===== src/rtl/rr_seqdet_sched.sv =====
// Round-robin scheduler sharing one serial Moore pattern-detector engine.
// Each granted job clears the engine, shifts the latched word in LSB first,
// counts the cycles in which the engine output is high and reports the
// count together with the requester index on a one-cycle done pulse.
module rr_seqdet_sched #(
   parameter int NREQ = 4,
   parameter int LEN  = 8,
   parameter int IDW  = $clog2(NREQ),
   parameter int CW   = $clog2(LEN + 1)
) (
   input  logic                  clk,
   input  logic                  reset,
   input  logic [NREQ-1:0]       req,
   input  logic [NREQ*LEN-1:0]   data,
   output logic [NREQ-1:0]       gnt,
   output logic                  done,
   output logic [IDW-1:0]        done_id,
   output logic [CW-1:0]         hit_cnt,
   output logic                  eng_clr,
   output logic                  eng_w,
   input  logic                  eng_z
);

   localparam int BW = $clog2(LEN);

   localparam logic [2:0] S_IDLE  = 3'd0;
   localparam logic [2:0] S_CLEAR = 3'd1;
   localparam logic [2:0] S_SHIFT = 3'd2;
   localparam logic [2:0] S_DRAIN = 3'd3;
   localparam logic [2:0] S_DONE  = 3'd4;

   logic [2:0]      state_q, state_d;
   logic [IDW-1:0]  sel_q,   sel_d;
   logic [IDW-1:0]  last_q,  last_d;
   logic [LEN-1:0]  word_q,  word_d;
   logic [BW-1:0]   idx_q,   idx_d;
   logic [CW-1:0]   cnt_q,   cnt_d;
   logic [IDW-1:0]  id_q,    id_d;
   logic [CW-1:0]   hit_q,   hit_d;

   logic            any_req;
   logic [IDW-1:0]  pick;
   logic            busy;
   logic [LEN-1:0]  words [NREQ];

   // Split the flat data bus into one word per requester.
   for (genvar g = 0; g < NREQ; g++) begin : g_words
      assign words[g] = data[g*LEN +: LEN];
   end

   // Rotating-priority search: first set request after the last one served.
   always_comb begin
      any_req = 1'b0;
      pick    = '0;
      for (int k = 1; k <= NREQ; k++) begin
         if (!any_req && req[IDW'((int'(last_q) + k) % NREQ)]) begin
            any_req = 1'b1;
            pick    = IDW'((int'(last_q) + k) % NREQ);
         end
      end
   end

   // Job sequencing: IDLE -> CLEAR -> SHIFT x LEN -> DRAIN -> DONE -> IDLE.
   always_comb begin
      // NOTE: every _d defaults to its _q first so no path can infer a latch.
      state_d = state_q;
      sel_d   = sel_q;
      last_d  = last_q;
      word_d  = word_q;
      idx_d   = idx_q;
      cnt_d   = cnt_q;
      id_d    = id_q;
      hit_d   = hit_q;
      case (state_q)
         S_IDLE: begin
            if (any_req) begin
               sel_d   = pick;
               word_d  = words[pick];
               state_d = S_CLEAR;
            end
         end
         S_CLEAR: begin
            idx_d   = '0;
            cnt_d   = '0;
            state_d = S_SHIFT;
         end
         S_SHIFT: begin
            // The idx=0 sample shows the freshly cleared state, not a result.
            if (idx_q != '0) cnt_d = cnt_q + CW'(eng_z);
            if (idx_q == BW'(LEN - 1)) state_d = S_DRAIN;
            else                       idx_d   = idx_q + BW'(1);
         end
         S_DRAIN: begin
            // Last sample reflects the state after the final bit.
            hit_d   = cnt_q + CW'(eng_z);
            id_d    = sel_q;
            state_d = S_DONE;
         end
         S_DONE: begin
            last_d  = sel_q;
            state_d = S_IDLE;
         end
         default: state_d = S_IDLE;
      endcase
   end

   // State registers; reset leaves requester 0 with the highest priority.
   always_ff @(posedge clk or negedge reset) begin
      if (!reset) begin
         state_q <= S_IDLE;
         sel_q   <= '0;
         last_q  <= IDW'(NREQ - 1);
         word_q  <= '0;
         idx_q   <= '0;
         cnt_q   <= '0;
         id_q    <= '0;
         hit_q   <= '0;
      end else begin
         // NOTE: non-blocking so every register samples the pre-edge values.
         state_q <= state_d;
         sel_q   <= sel_d;
         last_q  <= last_d;
         word_q  <= word_d;
         idx_q   <= idx_d;
         cnt_q   <= cnt_d;
         id_q    <= id_d;
         hit_q   <= hit_d;
      end
   end

   assign busy    = (state_q == S_CLEAR) || (state_q == S_SHIFT) || (state_q == S_DRAIN);
   assign gnt     = busy ? (NREQ'(1) << sel_q) : '0;
   assign done    = (state_q == S_DONE);
   assign done_id = id_q;
   assign hit_cnt = hit_q;
   // Engine is held cleared for as long as reset is asserted.
   assign eng_clr = ~reset | (state_q == S_CLEAR);
   assign eng_w   = (state_q == S_SHIFT) & word_q[idx_q];

endmodule


===== config.mk =====
export PLATFORM = sky130hd
export DESIGN_NAME = rr_seqdet_sched
export DESIGN_NICKNAME = d
export VERILOG_FILES = /design/src/rtl/rr_seqdet_sched.sv
export SDC_FILE = /design/constraint.sdc
export NUM_CORES = 1
export LEC_CHECK = 0
export CAP_MARGIN = 20
export CORE_MARGIN = 4
export CORE_UTILIZATION = 40
export DETAILED_ROUTE_END_ITERATION = 10
export GPL_TIMING_DRIVEN = 0
export PLACE_DENSITY = 0.76
export SYNTH_ARGS = -nofsm -noshare
export SYNTH_HDL_FRONTEND = slang
export SYNTH_SLANG_ARGS = --single-unit

===== constraint.sdc =====
create_clock -name clk -period 2.7 [get_ports clk]
set_input_delay 0.27 -clock clk [delete_from_list [all_inputs] [get_ports clk]]
set_output_delay 0.27 -clock clk [all_outputs]
set_load 0.01 [all_outputs]

==> impl_metrics.tcl, run 1 <==
set metrics [dict create \
    status "completed" \
    grt_pass1_vias 1586 \
    synth-edff-count 0 \
    route.antenna.remaining_nets 0 \
    gr-total-overflow 0 \
    r2r_cells 8 \
    synthCells 182 \
    ys_warn_count 0 \
    initial_utilization_pct 41.8 \
    clock_tree.root_cell "clkbuf_8" \
    io_pins 52 \
    synth_nets 226 \
    synth_adder_area_share_pct 3.71 \
    cp.arrival_ns 2.04 \
    synth_seq_cells 28 \
    drt_iter0_drc 77 \
    clock_sinks 28 \
    area.growth.synth_to_final_pct 39.9 \
    yosys-top-cells-count "dfrtp_1 (26), nand2_1 (24), nor2_1 (19), a211oi_1 (14), o21ai_0 (13)" \
    synth_top_area_share_pct 38.6 \
    drv_cap 0 \
    setup_viol_count_final 0 \
    regToRegSetupSlack_ns 0.64 \
    seq_area_frac_synth_pct 41.8 \
    hold_class "input port to asynchronous set/reset pin" \
    coreArea_um2 4030 \
    layout-drive-gt1-share_pct 8.40 \
    fin_tns_setup_ns 0 \
    rsz0062_at_grt "false" \
    ctsHoldBuffers 0 \
    peakVddDrop_uv 361 \
    numCtsBuffers 3 \
    yosys.area.top_type "dfrtp_1" \
    vias 1488 \
    drt-pass1-iter-count 4 \
    crit_family "buffers and inverters" \
    wirelength_mm 3.83 \
    finalCriticalPeriod_ns 2.31 \
    grt_max_degree 17 \
    insertedDiodeCount 0 \
    cts_resized 0 \
    port_buffers 51 \
    path_cells "clkdlybuf4s50_1 -> buf_16 -> nand2_1 -> clkdlybuf4s50_1" \
    worst_clock_skew_ns 0.00433 \
    clkLatencyLatePin_ns 0.27 \
    synthTopCellsByArea "dfrtp_1 (39%), a211oi_1 (6.2%), mux2i_1 (5.9%)" \
    fp.dieH_um 72.9 \
    die_w_um 72.9 \
    cts_tree "yes" \
    place_ws_ns 0.332 \
    viasPerCell 5.17 \
    crit_buf_inv 3 \
    min_period_over_period_pct 85.5 \
    final_max_slew_viol_count 0 \
    total_power_mw 2.25 \
    place_congestion 0.739 \
    synth-simple-area-share_pct 20.4 \
    wl_per_cell_um 13.3 \
    fin_nets 283 \
    crit_path_max_fanout 15 \
    synth_area_um2 1680 \
    synth_cell_types 41 \
    crit_slowest_cell "clkdlybuf4s50_1" \
    cts_buffer_depth 2 \
    post-cts-setup-buffers 0 \
    worst_pin_slew_ns 0.781 \
    synth-main-ff-cell "dfrtp_1" \
    worst-setup-path-type "input port to output pin" \
    cpPeakStageDelay_ns 0.82 \
    track_usage_pct 15.7 \
    hpwl_mm 3.11 \
    fp-row-count 23 \
    p_leak_nw 0.987 \
    required_ns 2.43 \
    r2r-end "cnt_q[3]$_DFFE_PN0P_" \
    grt_pass1_wl_mm 6.73 \
    synth_top_family_by_area "simple AND/OR/NAND/NOR gates" \
    maxSlewHeadroom_pct 47.5 \
    r2r_start "idx_q[0]$_DFFE_PN0P_" \
    yosysMostFrequentCell "dfrtp_1" \
    avgSynthCellArea_um2 9.25 \
    worstSetupEndpointType "output pin" \
    async_flop_share_pct 100 \
    synth_compound_area_share_pct 17.4 \
    drc 0 \
    setup_slack_ns 0.391 \
    start_kind "input port" \
    critPathMostFrequentCell "clkdlybuf4s50_1" \
    fmax_ghz 0.433 \
    synth-xor-area-share_pct 1.56 \
    power_density_nw_per_um2 953 \
    hold_violations 0 \
    clk_pin_slew_worst_paths_ns 0.10 \
    synthMuxAreaShare_pct 11.3 \
    htreeDepth 1 \
    antenna_found_initial 0 \
    fp.dieArea_um2 5310 \
]
-- kinds of logic (layout without fill, tap and decap cells) --
group,count (synthesis),count (layout)
simple gates,71,71
compound gates,43,43
flops,28,28
mux,16,16
buf+inv,16,72
fa+ha+maj,5,5
xor+xnor,3,3
-- sequential cells by signal (all words and copies together), names as in the netlist --
name	flops
cnt_q	4
hit_cnt	4
word_q	8
idx_q	3
sel_q	2
last_q	2
state_q	3
done_id	2
-- cell usage in the layout (no fill, tap or decap), types with 3 or more instances in the layout --
master	n
nor3_1	10
nor4_1	4
mux2_2	3
clkbuf_8	3
clkbuf_1	4
dfrtp_1	26
nand2b_1	3
a21oi_1	3
a211oi_1	14
clkdlybuf4s50_1	51
mux2i_1	10
o21ai_0	13
nand2_1	24
buf_2	4
inv_1	8
ha_1	5
nor2_1	19
-- how the worst max path moves through the flow --
stage                         start                    to  slack [ns]  cells past startpoint
2_1_floorplan  idx_q[0]$_DFFE_PN0P_  cnt_q[3]$_DFFE_PN0P_        0.82                      8
4_1_cts                       reset               eng_clr        0.34                      4
5_1_grt                       reset               eng_clr        0.23                      4
3_5_place_dp                  reset               eng_clr        0.33                      4
3_3_place_gp                  reset               eng_clr        0.11                      3
6_report                      reset               eng_clr        0.39                      4
-- cell type report --
class / count / area (um2)
Clock buffer: 3 / 41.3
Timing Repair Buffer: 52 / 538
Sequential cell: 28 / 703
Fill cell: 372 / 1670
Multi-Input combinational cell: 138 / 916
Buffer: 8 / 35.0
Tap cell: 50 / 62.6
Inverter: 8 / 30.0
Clock inverter: 1 / 30.0
-- power by group --
part | internal [mW] | switching (mW)
Clock | 0.198 | 0.135
Sequential | 0.610 | 0.155
Combinational | 0.579 | 0.569
Total | 1.39 | 0.859
-- per-layer routing --
layer,routed length (um),global-route usage [%]
met4,45,3.89
met1,1630,18.7
met3,265,3.58
met2,1890,28.6
met5,0,0
-- per-stage QoR --
| stage | std cells | utilization (%) | hold WS, ns | area, um2 |
|---|---|---|---|---|
| floorplan | 182 | - | -0.0256 | 1680 |
| global placement | 283 | 56.0 | 0.462 | 2260 |
| detailed placement | 284 | 56.7 | 0.487 | 2280 |
| CTS | 288 | 58.5 | 0.458 | 2360 |
| global route | 288 | 58.5 | 0.496 | 2360 |
| finish | 288 | 58.5 | 0.438 | 2360 |
Power figures use the tool's default switching activity.
==> inputs of run 2 (changes only) <==
--- a/config.mk
+++ b/config.mk
@@ -6,11 +6,13 @@
 export NUM_CORES = 1
 export LEC_CHECK = 0
 export CAP_MARGIN = 20
+export CELL_PAD_IN_SITES_DETAIL_PLACEMENT = 0
+export CELL_PAD_IN_SITES_GLOBAL_PLACEMENT = 1
 export CORE_MARGIN = 4
-export CORE_UTILIZATION = 40
+export CORE_UTILIZATION = 37
 export DETAILED_ROUTE_END_ITERATION = 10
 export GPL_TIMING_DRIVEN = 0
-export PLACE_DENSITY = 0.76
+export PLACE_DENSITY = 0.91
 export SYNTH_ARGS = -nofsm -noshare
 export SYNTH_HDL_FRONTEND = slang
 export SYNTH_SLANG_ARGS = --single-unit
==> run 2 against run 1 <==
Compared with the run above: register-to-register slack improved by 0.04 ns; final cell count rose by 0.69%; non-clock buffer count did not move; first-iteration DRC count fell by 6.5%; final area rose by 0.11%; combinational power barely moved; critical path depth did not move; wire length rose by 1.9%; worst hold slack got worse by 0.085 ns; utilization fell by 4.7 points; clock skew rose by 0.00074 ns; die area rose by 7.2%; critical path type is now flip-flop to output pin; highest routed layer unchanged.
==> impl_metrics.tcl, run 2 (synthesis results as in run 1) <==
set metrics [dict create \
    r2r-end "cnt_q[3]$_DFFE_PN0P_" \
    final_max_slew_viol_count 0 \
    drt-pass1-iter-count 4 \
    total_power_mw 2.25 \
    fp-row-count 24 \
    r2r_cells 8 \
    status "completed" \
    cp.arrival_ns 2.02 \
    path_cells "mux4_2 -> mux2i_1 -> nor4_1 -> clkdlybuf4s50_1" \
    r2r_start "idx_q[0]$_DFFE_PN0P_" \
    finalCriticalPeriod_ns 2.29 \
    fin_tns_setup_ns 0 \
    gr-total-overflow 0 \
    fin_nets 283 \
    vias 1532 \
    post-cts-setup-buffers 0 \
    numCtsBuffers 3 \
    io_pins 52 \
    fill_cells 413 \
    crit_family "buffers and inverters" \
    clk_pin_slew_worst_paths_ns 0.10 \
    fmax_ghz 0.437 \
    worst_pin_slew_ns 0.686 \
    start_kind "flip-flop" \
    setup_viol_count_final 0 \
    final_common_cell "clkdlybuf4s50_1" \
    insertedDiodeCount 0 \
    clock_tree.root_cell "clkbuf_8" \
    crit_buf_inv 1 \
    cts_buffer_depth 2 \
    coreArea_um2 4380 \
    regToRegSetupSlack_ns 0.68 \
    area.growth.synth_to_final_pct 40.0 \
    clkLatencyLatePin_ns 0.28 \
    hpwl_mm 3.16 \
    htreeDepth 1 \
    layout-drive-gt1-share_pct 8.40 \
    die_w_um 75.5 \
    place_congestion 0.829 \
    layout_common_cells "clkdlybuf4s50_1 (51), dfrtp_1 (26), nand2_1 (24), nor2_1 (19), a211oi_1 (14)" \
    drv_cap 0 \
    drt_iter0_drc 72 \
    p_leak_nw 0.987 \
    initial_utilization_pct 38.4 \
    crit_path_max_fanout 5 \
    grt_max_degree 20 \
    hold_slack_ns 0.353 \
    wl_per_cell_um 13.5 \
    wirelength_mm 3.90 \
    ctsHoldBuffers 0 \
    viasPerCell 5.28 \
    route.antenna.remaining_nets 0 \
    grt_pass1_wl_mm 6.91 \
    fp.dieArea_um2 5690 \
    required_ns 2.43 \
    rsz0062_at_grt "false" \
    drc 0 \
    cts_resized 0 \
    clock_sinks 28 \
    worst-setup-path-type "flip-flop to output pin" \
    track_usage_pct 15.5 \
    cpPeakStageDelay_ns 0.60 \
    cts_tree "yes" \
    maxSlewHeadroom_pct 53.8 \
    min_period_over_period_pct 84.7 \
    crit_slowest_cell "clkdlybuf4s50_1" \
    power_density_nw_per_um2 953 \
    hold_class "input port to asynchronous set/reset pin" \
    hold_violations 0 \
    final_util_pct 53.8 \
    top_register "word_q" \
    largest_register_ff_count 8 \
    fp.dieH_um 75.5 \
    port_buffers 51 \
    grt_pass1_vias 1624 \
    antenna_found_initial 0 \
    worst_clock_skew_ns 0.00507 \
    worstSetupEndpointType "output pin" \
    peakVddDrop_uv 321 \
]
-- run 2: cell counts in the layout (fill, tap and decap cells not counted) --
No cell type changed its count.
-- run 2: power breakdown --
group / leakage, nW / switching (mW) / internal [mW]
registers: 0.341 / 0.155 / 0.610
logic: 0.611 / 0.566 / 0.577
clock network: 0.0357 / 0.140 / 0.199
-- run 2: worst max path at each step --
stage,start,endpoint,slack (ns),cells after the start
3_5_place_dp,req[1],word_q[6]$_DFFE_PN0P_,0.36,7
6_report,idx_q[0]$_DFFE_PN0P_,eng_w,0.41,4
4_1_cts,idx_q[0]$_DFFE_PN0P_,eng_w,0.38,4
5_1_grt,idx_q[0]$_DFFE_PN0P_,eng_w,0.27,4
3_3_place_gp,reset,eng_clr,0.09,3
2_1_floorplan,idx_q[0]$_DFFE_PN0P_,cnt_q[3]$_DFFE_PN0P_,0.82,8
-- run 2: layer usage --
metal	track usage [%]	up-vias	routed length, um
met1	18.3	719	1630
met3	2.90	5	221
met5	0	-	0
met2	27.9	40	1980
li1	-	768	-
met4	5.83	0	68
-- run 2: layout make-up --
class | count | area (um2) | area share, %
multi-input combinational | 138 | 916 | 38.8
sequential | 28 | 703 | 29.8
timing repair buffer | 52 | 538 | 22.8
tap | 52 | 65.1 | 2.76
clock buffer | 3 | 41.3 | 1.75
buffer | 8 | 35.0 | 1.49
clock inverter | 1 | 30.0 | 1.27
inverter | 8 | 30.0 | 1.27
-- run 2: per-stage QoR --
step | instances | setup WS [ns] | cell area [um2]
3_5_place_dp | 286 | 0.358 | 2290
6_report | 290 | 0.413 | 2360
3_3_place_gp | 285 | 0.0927 | 2260
5_1_grt | 290 | 0.274 | 2360
4_1_cts | 290 | 0.379 | 2360
2_1_floorplan | 182 | 0.823 | 1680
